===== config.mk =====
export PLATFORM = sky130hd
export DESIGN_NAME = tx_vc_sched
export DESIGN_NICKNAME = d
export VERILOG_FILES = /design/src/rtl/ravenoc_pkg.sv /design/src/rtl/tx_vc_sched_rr_arbiter.sv /design/src/rtl/tx_vc_sched.sv
export SDC_FILE = /design/constraint.sdc
export NUM_CORES = 1
export LEC_CHECK = 0
export ABC_AREA = 1
export CORE_AREA = 5 5 73 75
export CTS_CLUSTER_DIAMETER = 60
export CTS_CLUSTER_SIZE = 8
export DETAILED_ROUTE_END_ITERATION = 6
export DIE_AREA = 0 0 78 80
export MAX_ROUTING_LAYER = met4
export PLACE_DENSITY = 0.95
export SLEW_MARGIN = 10
export SYNTH_ARGS = -nofsm -noshare
export SYNTH_HDL_FRONTEND = slang
export SYNTH_SLANG_ARGS = --single-unit

===== constraint.sdc =====
create_clock -name clk_axi -period 5.5 [get_ports clk_axi]
set_clock_uncertainty 0.1 [all_clocks]
set_input_delay 1.1 -clock clk_axi [delete_from_list [all_inputs] [get_ports clk_axi]]
set_output_delay 1.1 -clock clk_axi [all_outputs]
set_load 0.05 [all_outputs]

===== src/rtl/ravenoc_pkg.sv =====
// Shared NoC interface types: VC flit request bundle, TX scheduler states and
// default sizing constants used by the NI transmit path and AXI write buffers.
package ravenoc_pkg;

    localparam int NumVcDef         = 2;
    localparam int PktWidthDef      = 8;
    localparam int FlitDataWidthDef = 32;
    localparam int VcWidth          = $clog2(NumVcDef);

    typedef enum logic {
        IDLE   = 1'b0,
        LOCKED = 1'b1
    } tx_sched_st_t;

    typedef struct packed {
        logic                        valid;
        logic [FlitDataWidthDef-1:0] data;
        logic [PktWidthDef-1:0]      pkt_sz;
    } s_vc_flit_req_t;

endpackage


===== src/rtl/tx_vc_sched_rr_arbiter.sv =====
// Combinational round-robin arbiter: grants the first request at or after
// the pointer, searching upward with wrap (works for non-power-of-2 counts).
module rr_arbiter #(
    parameter  int NumReq   = 2,
    localparam int IdxWidth = $clog2(NumReq)
) (
    input  logic [NumReq-1:0]   req,
    input  logic [IdxWidth-1:0] ptr,
    output logic [NumReq-1:0]   grant,
    output logic [IdxWidth-1:0] idx,
    output logic                any
);

    int                  cand_int;
    logic [IdxWidth-1:0] cand;

    always_comb begin
        grant    = '0;
        idx      = '0;
        any      = 1'b0;
        cand_int = 0;
        cand     = '0;
        for (int i = 0; i < NumReq; i++) begin
            // Wrap explicitly so non-power-of-2 request counts stay in range.
            cand_int = int'(ptr) + i;
            if (cand_int >= NumReq) begin
                cand_int = cand_int - NumReq;
            end
            cand = IdxWidth'(cand_int);
            if (!any && req[cand]) begin
                any         = 1'b1;
                grant[cand] = 1'b1;
                idx         = cand;
            end
        end
    end

endmodule


===== src/rtl/tx_vc_sched.sv =====
// Packet-granular round-robin scheduler multiplexing per-VC flit sources onto
// the single NoC send port; a granted VC owns the port until its last flit.
module tx_vc_sched #(
    parameter  int NumVC         = 2,
    parameter  int PktWidth      = 8,
    parameter  int FlitDataWidth = 32,
    localparam int VcWidth       = $clog2(NumVC)
) (
    input  logic                            clk_axi,
    input  logic                            rst_axi_n,
    input  logic [NumVC-1:0]                vc_en_i,
    input  logic [NumVC-1:0]                req_valid_i,
    input  logic [NumVC*FlitDataWidth-1:0]  req_data_i,
    input  logic [NumVC*PktWidth-1:0]       req_pkt_sz_i,
    output logic [NumVC-1:0]                req_ready_o,
    output logic                            out_valid_o,
    output logic [FlitDataWidth-1:0]        out_data_o,
    output logic [VcWidth-1:0]              out_vc_id_o,
    output logic [PktWidth-1:0]             out_pkt_sz_o,
    input  logic                            out_ready_i,
    output logic                            busy_o
);

    import ravenoc_pkg::*;

    tx_sched_st_t         state, state_nxt;
    logic [VcWidth-1:0]   rr_ptr, rr_ptr_nxt;
    logic [VcWidth-1:0]   grant_ff, grant_nxt;
    logic [PktWidth-1:0]  cnt_ff, cnt_nxt;

    logic [FlitDataWidth-1:0] data_arr [NumVC];
    logic [PktWidth-1:0]      sz_arr   [NumVC];

    logic [NumVC-1:0]         candidates;
    logic [NumVC-1:0]         arb_grant;
    logic [VcWidth-1:0]       arb_idx;
    logic                     arb_any;

    logic [VcWidth-1:0]       fwd_vc;
    logic [NumVC-1:0]         fwd_sel;
    logic                     fwd_active;
    logic                     fwd_valid;
    logic                     accept;

    for (genvar g = 0; g < NumVC; g++) begin : g_unpack
        assign data_arr[g] = req_data_i[g*FlitDataWidth +: FlitDataWidth];
        assign sz_arr[g]   = req_pkt_sz_i[g*PktWidth +: PktWidth];
    end

    assign candidates = req_valid_i & vc_en_i;

    rr_arbiter #(
        .NumReq (NumVC)
    ) u_rr_arbiter (
        .req   (candidates),
        .ptr   (rr_ptr),
        .grant (arb_grant),
        .idx   (arb_idx),
        .any   (arb_any)
    );

    function automatic logic [VcWidth-1:0] vc_inc(input logic [VcWidth-1:0] v);
        return (v == VcWidth'(NumVC - 1)) ? '0 : v + VcWidth'(1);
    endfunction

    // While locked the arbiter result is ignored; only the owning VC is muxed.
    always_comb begin
        fwd_vc     = arb_idx;
        fwd_sel    = arb_grant;
        fwd_active = arb_any;
        if (state == LOCKED) begin
            fwd_vc           = grant_ff;
            fwd_sel          = '0;
            fwd_sel[grant_ff] = 1'b1;
            fwd_active       = 1'b1;
        end
        fwd_valid = fwd_active & req_valid_i[fwd_vc];
    end

    always_comb begin
        out_valid_o  = rst_axi_n & fwd_valid;
        out_data_o   = rst_axi_n ? data_arr[fwd_vc] : '0;
        out_pkt_sz_o = rst_axi_n ? sz_arr[fwd_vc] : '0;
        out_vc_id_o  = rst_axi_n ? fwd_vc : '0;
        req_ready_o  = (rst_axi_n && fwd_active) ? (fwd_sel & {NumVC{out_ready_i}}) : '0;
        busy_o       = rst_axi_n & (state == LOCKED);
    end

    assign accept = out_valid_o & out_ready_i;

    always_comb begin
        state_nxt  = state;
        rr_ptr_nxt = rr_ptr;
        grant_nxt  = grant_ff;
        cnt_nxt    = cnt_ff;
        case (state)
            IDLE: begin
                if (accept) begin
                    if (sz_arr[arb_idx] == '0) begin
                        rr_ptr_nxt = vc_inc(arb_idx);
                    end else begin
                        state_nxt = LOCKED;
                        grant_nxt = arb_idx;
                        cnt_nxt   = sz_arr[arb_idx];
                    end
                end
            end
            LOCKED: begin
                if (accept) begin
                    if (cnt_ff == PktWidth'(1)) begin
                        state_nxt  = IDLE;
                        rr_ptr_nxt = vc_inc(grant_ff);
                    end else begin
                        cnt_nxt = cnt_ff - PktWidth'(1);
                    end
                end
            end
            default: state_nxt = IDLE;
        endcase
    end

    always_ff @(posedge clk_axi) begin
        if (!rst_axi_n) begin
            state    <= IDLE;
            rr_ptr   <= '0;
            grant_ff <= '0;
            cnt_ff   <= '0;
        end else begin
            state    <= state_nxt;
            rr_ptr   <= rr_ptr_nxt;
            grant_ff <= grant_nxt;
            cnt_ff   <= cnt_nxt;
        end
    end

endmodule


# After elaboration in Yosys (flattened, before gate mapping)
# Cells that the tools add are included.
# W data, S select, Z words.
# word_totals
ff_bits,11
wordCells,102
in_bits,87
out_inout_bits,45
# classes
eq_ne,7
reduce_logical,10
magnitude_cmp,11
add_sub_neg,6
mux,53
bitwise,11
# ops
op,count
$mux W32,4
$mux W8,11
$mux W1,28
$pmux W8 S2,1
$eq A8 B1 Y1 const B,1
$logic_not A8 Y1,1
$lt A1 B2 Y1 const B,4
$mux W2,4
$ne A2 B2 Y1 const B,4
$reduce_and A4 Y1,2
$sub A8 B1 Y8 const B,1
$ge A2 B2 Y1 const B,3
$logic_and A1 B1 Y1,5
$and A1 B1 Y1,4
$and A2 B2 Y2,2
$ne A2 B1 Y1 const B,2
$not A1 Y2,2
$pmux W1 S2,2
$demux W1 S1,3
$ge A1 B1 Y1 const B,3
$reduce_and A3 Y1,1
$add A1 B1 Y1 const B,2
$add A1 B1 Y2 const B,1
$ge A1 B2 Y1 const B,1
other kinds (4),6

# Depth between registers and ports, before layout
# Gate-level depths: netlist of run 1.
# depth
ltp_word,16
mapped_depth,14
depth_no_buf,14

# Hierarchy
# Synthesis of run 1 repeated with hierarchy kept, for this count alone.
# hier_totals
hier_cells,325
area_unflattened_um2,1575.3
# modules_own_cells
mod,cells_each,instances,seq_area_each_um2,area_each_um2
tx_vc_sched,318,1,220.2,1545.2
rr_arbiter,7,1,0.0,30.0

# Worst setup path after synthesis of run 1
# Ideal clock, no wire load.
# synth_path
path_type,input to output
from,in vc_en_i[1]
to,out out_data_o[22]
stages,8
n_path_buf,2
slack_ps,1560
arrival_ps,2740
t_required_ps,4300
cell_sequence,nand2_1 -> inv_2 -> nand2_4 -> a21oi_4 -> buf_2 -> clkbuf_1 -> o21ai_0 -> nor2_1
# synth_between
elab_chain_len,13
elab_cells_between_ends,16
classes_between,12 x mux; 2 x bitwise; 2 x reduce/logical
# synth_rtl
element,line_no,source
from (decl),tx_vc_sched.sv:11,"input logic [NumVC-1:0] vc_en_i,"
$and A2 B2 Y2 (*),tx_vc_sched.sv:50,assign candidates = req_valid_i & vc_en_i;
$mux W1 (implied by the code) (2 in series),tx_vc_sched_rr_arbiter.sv:30,if (!any && req[cand]) begin
$mux W1,tx_vc_sched_rr_arbiter.sv:30,
$logic_not A1 Y1,tx_vc_sched_rr_arbiter.sv:30,
$logic_and A1 B1 Y1,tx_vc_sched_rr_arbiter.sv:30,
$mux W1 (*),tx_vc_sched_rr_arbiter.sv:30,
$mux W1 (*),tx_vc_sched.sv:71,if (state == LOCKED) begin
$not A1 Y2 (implied by the code) (*),tx_vc_sched.sv:82,out_data_o = rst_axi_n ? data_arr[fwd_vc] : '0;
$mux W32 (implied by the code) (*) (3 in series),tx_vc_sched.sv:82,
$mux W32 (*),tx_vc_sched.sv:82,
to (decl),tx_vc_sched.sv:17,"output logic [FlitDataWidth-1:0] out_data_o,"
# Every way passes the cells marked *; elsewhere a longest branch is shown, timed or not. The select of a mux whose other input is x is not followed.

# Final worst setup path of run 1
# layout_path
from,in req_valid_i[1]
to,out out_data_o[6]
# layout_between
elab_chain_len,13
elab_cells_between_ends,16
classes_between,12 x mux; 2 x bitwise; 2 x reduce/logical
# layout_rtl
element,line_no,source
from (decl),tx_vc_sched.sv:12,"input logic [NumVC-1:0] req_valid_i,"
$and A2 B2 Y2 (*),tx_vc_sched.sv:50,
$mux W1 (implied by the code) (2 in series),tx_vc_sched_rr_arbiter.sv:30,
$mux W1,tx_vc_sched_rr_arbiter.sv:30,
$logic_not A1 Y1,tx_vc_sched_rr_arbiter.sv:30,
$logic_and A1 B1 Y1,tx_vc_sched_rr_arbiter.sv:30,
$mux W1 (*),tx_vc_sched_rr_arbiter.sv:30,
$mux W1 (*),tx_vc_sched.sv:71,
$not A1 Y2 (implied by the code) (*),tx_vc_sched.sv:82,
$mux W32 (implied by the code) (*) (3 in series),tx_vc_sched.sv:82,
$mux W32 (*),tx_vc_sched.sv:82,
# Marks and branches as above.

==> flow_metrics.env, run 1 <==
export IMPL_grt_pass1_vias=2308
export IMPL_ant_nets=0
export IMPL_dpl_cell_area_mm2=0.00286
export IMPL_detailed_place_hpwl_mm=5.44
export IMPL_outcome="finished clean"
export IMPL_ff2ff_path_depth=7
export IMPL_dieHeight_um=80
export IMPL_tightestPinTransition_ps=635
export IMPL_mostFrequentLayoutCells="sky130_fd_sc_hd__clkdlybuf4s50_1 (97), sky130_fd_sc_hd__nor2_1 (92), sky130_fd_sc_hd__o21ai_0 (55)"
export IMPL_initial_core_util_pct=34.6
export IMPL_cp_required_ps=4300
export IMPL_floorplan_core_area_mm2=0.00460
export IMPL_timing_max_transition_violations_final=0
export IMPL_post_synth_top_area_fraction_pct=21.7
export IMPL_final_common_cell="sky130_fd_sc_hd__clkdlybuf4s50_1"
export IMPL_viasPerCell=4.94
export IMPL_netlist_area_mm2=0.00159
export IMPL_grt_start_max_net_pins=33
export IMPL_arrival_ps=3700
export IMPL_post_synth_main_area_contributors="sky130_fd_sc_hd__nor2_1 (22%), sky130_fd_sc_hd__o21ai_0 (17%), sky130_fd_sc_hd__dfxtp_1 (14%)"
export IMPL_yosys_warnings=0
export IMPL_synth_area_leader_cell="sky130_fd_sc_hd__nor2_1"
export IMPL_tritoncts_num_buffers=3
export IMPL_worst_setup_path_startpoint="req_valid_i[1]"
export IMPL_hold_depth=2
export IMPL_layout_nets=524
export IMPL_std_cell_rows=25
export IMPL_route_detailed_drc=0
export IMPL_grt_antenna_before_repair=0
export IMPL_postSynthCellCount=312
export IMPL_tritoncts="done"
export IMPL_slew_headroom_pct=57.5
export IMPL_ctsResizeCount=0
export IMPL_grt_ovfl_total=0
export IMPL_finish_instance_area_mm2=0.00290
export IMPL_die_area_mm2=0.00624
export IMPL_hold_vio_cnt_final=0
export IMPL_cts_hold_repair_buffers=0
export IMPL_cts_reportedPaths_clkPinSlew_ps=50
export IMPL_cts_root_buffer_cell="sky130_fd_sc_hd__clkbuf_8"
export IMPL_vias=2409
export IMPL_htree_num_levels=1
export IMPL_cts_path_max_buffers=2
export IMPL_clk_latency_ps=240
export IMPL_fmax_ghz=0.204
export IMPL_drtIter0Drc=125
export IMPL_post_cts_setup_buffers=0
export IMPL_crit_reg2reg_launch="state"
export IMPL_critPathCaptureType="output pin"
export IMPL_timing_worst_setup_path_type="in -> out"
export IMPL_syn2layout_area_growth_pct=82.6
export IMPL_timing_hold_worst_start="cnt_ff[5]"
export IMPL_yosysUniqueCellTypes=25
export IMPL_timing_critical_path_from_type="input port"
export IMPL_final_layout_size_suffix_gt1_share_pct=12.2
export IMPL_grt_usage_pct=21.2
export IMPL_synth_seq_cells=11
export IMPL_drt_total_wl_mm=6.60
export IMPL_io_pin_count=132
export IMPL_synth_yosys_seq_area_share_pct=13.9
export IMPL_p_leak_uw=0.00138
export IMPL_synthesis_nets=401
export IMPL_setup_violations_final=0
export IMPL_path_max_fanout=32
export IMPL_finalWeightedCongestion=0.894
export IMPL_final_critical_path_time_including_i_o_delays_and_setup_ps=4900
export IMPL_post_layout_power_uw=645
export IMPL_worst_hold_path_type="reg -> reg"
export IMPL_io_buffer_count=131
export IMPL_postLayoutCoreUtil_pct=63.1
export IMPL_die_extent_in_x_um=78
export IMPL_pwr_density_cell_mw_per_mm2=222
export IMPL_wl_per_instance_um=13.5
export IMPL_syn_area_per_cell_um2=5.09
export IMPL_drt_pass1_iterations=5
export IMPL_clkSinkCount=11
export IMPL_total_neg_setup_slack_ps=0
export IMPL_antenna_cells_inserted=0
export IMPL_drv_max_cap_violation_count=0
export IMPL_fin_crit_share_pct=89.0
export IMPL_max_vdd_ir_drop_mv=0.131
export IMPL_wire_length_of_the_first_global_routing_pass_mm=10.6
export IMPL_rsz0062_at_grt="no"
[registers in the layout (all words and copies together), names as in the netlist]
| register | flops |
|---|---|
| cnt_ff | 8 |
| state | 1 |
| grant_ff | 1 |
| rr_ptr | 1 |
[path summary, 6_finish.rpt]
check        slack (ps)            end
max                 600  out_data_o[6]
min                 420      cnt_ff[5]
max reg2reg        2900       grant_ff
min reg2reg         420      cnt_ff[5]
[layout make-up]
cell class	instances	area [µm²]
tap	54	67.6
sequential	11	220
timing repair buffer	135	1280
inverter	36	135
clock buffer	3	41.3
multi-input combinational	248	1150
fill	410	1700
clock inverter	1	5.00
[cell families after synthesis]
| kind of cell | share of synthesized area, % |
|---|---|
| and+or+nand+nor | 46.9 |
| AOI/OAI and AO/OA | 24.0 |
| DFF | 13.9 |
| buffers and inverters | 13.7 |
| adders and majority gates | 1.57 |
[cells in the mapped netlist]
master                     instances
sky130_fd_sc_hd__nor2_1           92
sky130_fd_sc_hd__o21ai_0          55
sky130_fd_sc_hd__nand2_1          50
sky130_fd_sc_hd__inv_1            34
sky130_fd_sc_hd__nand3_1          19
sky130_fd_sc_hd__a21oi_1          15
sky130_fd_sc_hd__dfxtp_1          11
sky130_fd_sc_hd__clkbuf_1         10
sky130_fd_sc_hd__buf_2             3
sky130_fd_sc_hd__nand2_4           3
sky130_fd_sc_hd__buf_1             2
sky130_fd_sc_hd__buf_6             2
sky130_fd_sc_hd__ha_1              2
sky130_fd_sc_hd__nand3_2           2
sky130_fd_sc_hd__nand3b_1          2
sky130_fd_sc_hd__a21oi_4           1
sky130_fd_sc_hd__a31oi_1           1
sky130_fd_sc_hd__and3_1            1
sky130_fd_sc_hd__clkinv_1          1
sky130_fd_sc_hd__inv_2             1
sky130_fd_sc_hd__nand2_2           1
sky130_fd_sc_hd__nand3_4           1
sky130_fd_sc_hd__nor2_4            1
sky130_fd_sc_hd__nor4_1            1
sky130_fd_sc_hd__o21ai_2           1
[through the flow]
step                cells  setup slack [ps]  hold slack (ps)
CTS                   488               637              421
floorplan             312              1560              374
global placement      484               718              395
detailed placement    484               644              412
global route          488               359              437
finish                488               603              421
[critical path, stage by stage]
cell and delay, ps:
sky130_fd_sc_hd__clkdlybuf4s50_1 480, sky130_fd_sc_hd__nand2_1 100, sky130_fd_sc_hd__inv_2 190, sky130_fd_sc_hd__nand2_4 120, sky130_fd_sc_hd__a21oi_4 540, sky130_fd_sc_hd__buf_4 330, sky130_fd_sc_hd__clkinv_1 150, sky130_fd_sc_hd__buf_4 260
sky130_fd_sc_hd__nor2_1 150, sky130_fd_sc_hd__nor2_1 60, sky130_fd_sc_hd__buf_4 180
[power by group]
part / internal (µW) / switching [µW] / total, µW
Clock: 49.8 / 31.4 / 81.2
Combinational: 166 / 302 / 468
Sequential: 86.4 / 9.82 / 96.2
[routing by layer]
metal,vias to the layer above,track usage [%],wire length (µm)
li1,1234,-,-
met4,0,4.90,97
met3,8,4.18,372
met1,1088,23.0,2710
met2,79,39.5,3410
met5,-,-,0
No activity file was read; power rests on OpenSTA's default activity.
==> inputs of run 2 (changes only) <==
--- a/config.mk
+++ b/config.mk
@@ -6,13 +6,13 @@
 export NUM_CORES = 1
 export LEC_CHECK = 0
 export ABC_AREA = 1
-export CORE_AREA = 5 5 73 75
+export CORE_AREA = 5 5 76 78
 export CTS_CLUSTER_DIAMETER = 60
 export CTS_CLUSTER_SIZE = 8
 export DETAILED_ROUTE_END_ITERATION = 6
-export DIE_AREA = 0 0 78 80
+export DIE_AREA = 0 0 81 83
 export MAX_ROUTING_LAYER = met4
-export PLACE_DENSITY = 0.95
+export PLACE_DENSITY = 0.9
 export SLEW_MARGIN = 10
 export SYNTH_ARGS = -nofsm -noshare
 export SYNTH_HDL_FRONTEND = slang
==> constraint.sdc (replaced) <==
create_clock -name clk_axi -period 4.8 [get_ports clk_axi]
set_clock_uncertainty 0.1 [all_clocks]
set_input_delay 0.96 -clock clk_axi [delete_from_list [all_inputs] [get_ports clk_axi]]
set_output_delay 0.96 -clock clk_axi [all_outputs]
set_load 0.05 [all_outputs]
==> run 2 against run 1 <==
Power grew 19%; hold slack lost 9.1 ps; non-clock buffer count grew 1; critical path type unchanged; register-to-register slack lost 430 ps; worst setup slack gained 280 ps; critical endpoint is now out_pkt_sz_o[3]; count of clock-buffer cells in the layout is the same; first-iteration DRC count grew 58%; sequential power grew 14%; cell count grew 3.5%; global-route usage shrank 1.3 points; routed wire length grew 1.7%.
==> flow_metrics.env, run 2 (synthesized netlist as in run 1, its figures left out) <==
export IMPL_antenna_cells_inserted=0
export IMPL_cts_path_max_buffers=2
export IMPL_tightestPinTransition_ps=601
export IMPL_route_detailed_drc=0
export IMPL_clk_latency_ps=250
export IMPL_multiInputGateArea_mm2=0.00115
export IMPL_wl_per_instance_um=13.3
export IMPL_final_common_cell="sky130_fd_sc_hd__nor2_1"
export IMPL_hold_worst_slack_ps=412
export IMPL_setup_violations_final=0
export IMPL_grt_antenna_before_repair=0
export IMPL_cts_reportedPaths_clkPinSlew_ps=50
export IMPL_io_pin_count=132
export IMPL_grt_ovfl_total=0
export IMPL_hold_depth=2
export IMPL_max_reg_flops=8
export IMPL_cp_required_ps=3740
export IMPL_hold_end="cnt_ff[5]"
export IMPL_drtIter0Drc=197
export IMPL_detailed_place_hpwl_mm=5.54
export IMPL_dieHeight_um=83
export IMPL_drv_max_cap_violation_count=0
export IMPL_grt_met1_usage_pct=24.4
export IMPL_crit_reg2reg_capture="cnt_ff[4]"
export IMPL_drt_total_wl_mm=6.71
export IMPL_pwr_density_cell_mw_per_mm2=255
export IMPL_fin_crit_share_pct=81.6
export IMPL_layoutNonFillerInstCount=505
export IMPL_die_area_mm2=0.00672
export IMPL_mostFrequentLayoutCells="sky130_fd_sc_hd__nor2_1 (92), sky130_fd_sc_hd__clkdlybuf4s50_1 (87), sky130_fd_sc_hd__o21ai_0 (55)"
export IMPL_critical_path_max_stage_delay_ps=470
export IMPL_initial_core_util_pct=31.7
export IMPL_arrival_ps=2860
export IMPL_ant_nets=0
export IMPL_grt_start_max_net_pins=37
export IMPL_postLayoutCoreUtil_pct=60.2
export IMPL_regMostFlops="cnt_ff"
export IMPL_tritoncts_num_buffers=3
export IMPL_timing_worst_setup_path_type="in -> out"
export IMPL_viasPerCell=4.82
export IMPL_clkSinkCount=11
export IMPL_post_cts_setup_buffers=0
export IMPL_p_leak_uw=0.00143
export IMPL_critical_path_n_buffers_inverters=4
export IMPL_ff2ff_path_depth=10
export IMPL_tritoncts="done"
export IMPL_max_vdd_ir_drop_mv=0.186
export IMPL_total_neg_setup_slack_ps=0
export IMPL_syn2layout_area_growth_pct=89.8
export IMPL_hold_vio_cnt_final=0
export IMPL_timing_hold_worst_start="cnt_ff[5]"
export IMPL_dp_cells=501
export IMPL_io_buffer_count=131
export IMPL_worstPathCellList="clkdlybuf4s50_1, nand2_1, inv_2, nand2_4, a21oi_4, buf_4, o21ai_0, a21oi_1, buf_12"
export IMPL_crit_reg2reg_launch="state"
export IMPL_finalWeightedCongestion=0.960
export IMPL_final_critical_path_time_including_i_o_delays_and_setup_ps=3920
export IMPL_sequential_cell_area_um2=220
export IMPL_family_with_the_most_delay_on_the_worst_path="buffers and inverters"
export IMPL_groute_layer_met2_usage_pct=33.8
export IMPL_wire_length_of_the_first_global_routing_pass_mm=10.6
export IMPL_layout_nets=525
export IMPL_slew_headroom_pct=59.5
export IMPL_htree_num_levels=1
export IMPL_rsz0062_at_grt="no"
export IMPL_die_extent_in_x_um=81
export IMPL_cts_hold_repair_buffers=0
export IMPL_timing_max_transition_violations_final=0
export IMPL_path_max_fanout=35
export IMPL_worst_hold_path_type="reg -> reg"
export IMPL_outcome="finished clean"
export IMPL_final_fill_count=465
export IMPL_grtUsageMet3_pct=2.81
export IMPL_floorplan_core_area_mm2=0.00501
export IMPL_vias=2434
export IMPL_ctsResizeCount=0
export IMPL_cts_root_buffer_cell="sky130_fd_sc_hd__clkbuf_8"
export IMPL_r2r_slack_ps=2470
export IMPL_grt_busiest_layer="met2"
export IMPL_grt_usage_pct=19.9
export IMPL_critical_path_slowest_cell="sky130_fd_sc_hd__clkdlybuf4s50_1"
export IMPL_drt_pass1_iterations=4
export IMPL_fmax_ghz=0.255
export IMPL_grt_pass1_vias=2318
export IMPL_timing_critical_path_from_type="input port"
export IMPL_final_layout_size_suffix_gt1_share_pct=14.7
export IMPL_std_cell_rows=26
export IMPL_critPathCaptureType="output pin"
==> run 2: worst max-delay path by stage <==
stage | from | to | slack (ps) | depth (start not counted)
2_1_floorplan | vc_en_i[1] | out_data_o[22] | 1140 | 8
3_3_place_gp | req_valid_i[1] | out_pkt_sz_o[1] | 960 | 9
3_5_place_dp | req_valid_i[1] | out_pkt_sz_o[1] | 910 | 9
4_1_cts | req_valid_i[1] | out_pkt_sz_o[1] | 910 | 9
5_1_grt | req_valid_i[1] | out_pkt_sz_o[1] | 770 | 9
6_report | req_valid_i[1] | out_pkt_sz_o[3] | 880 | 9
==> run 2: layout make-up <==
cell class              instances  share of cell area (%)
inverters                      36                    4.48
well taps                      70                    2.90
flip-flops and latches         11                    7.30
multi-input cells             248                    38.2
clock inverters                 1                   0.166
clock buffers                   3                    1.37
repair buffers                136                    45.6
==> run 2: per-stage QoR <==
stage / setup WS (ps) / instance area, µm² / total power [µW]
floorplan: 1140 / 1590 / 458
global placement: 962 / 2970 / 667
detailed placement: 913 / 2970 / 674
CTS: 909 / 3020 / 771
global route: 768 / 3020 / 817
finish: 883 / 3020 / 770
==> run 2: worst register-to-register path, cell delays in order, from the launching register on <==
cell                      delay, ps
sky130_fd_sc_hd__dfxtp_1        620
sky130_fd_sc_hd__inv_1          320
sky130_fd_sc_hd__nor2_1         310
sky130_fd_sc_hd__a21oi_4         60
sky130_fd_sc_hd__buf_4          200
sky130_fd_sc_hd__o21ai_2        210
sky130_fd_sc_hd__nor2_4         110
sky130_fd_sc_hd__nand2_4        130
sky130_fd_sc_hd__nand2_1         70
sky130_fd_sc_hd__nand2_1         60
sky130_fd_sc_hd__nor2_1          40
==> run 2: report_power, final <==
group / internal (µW) / leakage, µW / total (µW) / switching (µW)
logic: 212 / 0.00132 / 564 / 352
clock network: 57.3 / 0.0000255 / 96.4 / 39.1
registers: 99.0 / 0.0000896 / 110 / 10.7
total: 368 / 0.00143 / 770 / 402
==> run 2: layer usage <==
layer | vias to the layer above | routed length [µm]
li1 | 1239 | -
met2 | 99 | 3360
met1 | 1084 | 2830
met5 | - | 0
met4 | 0 | 140
met3 | 12 | 388
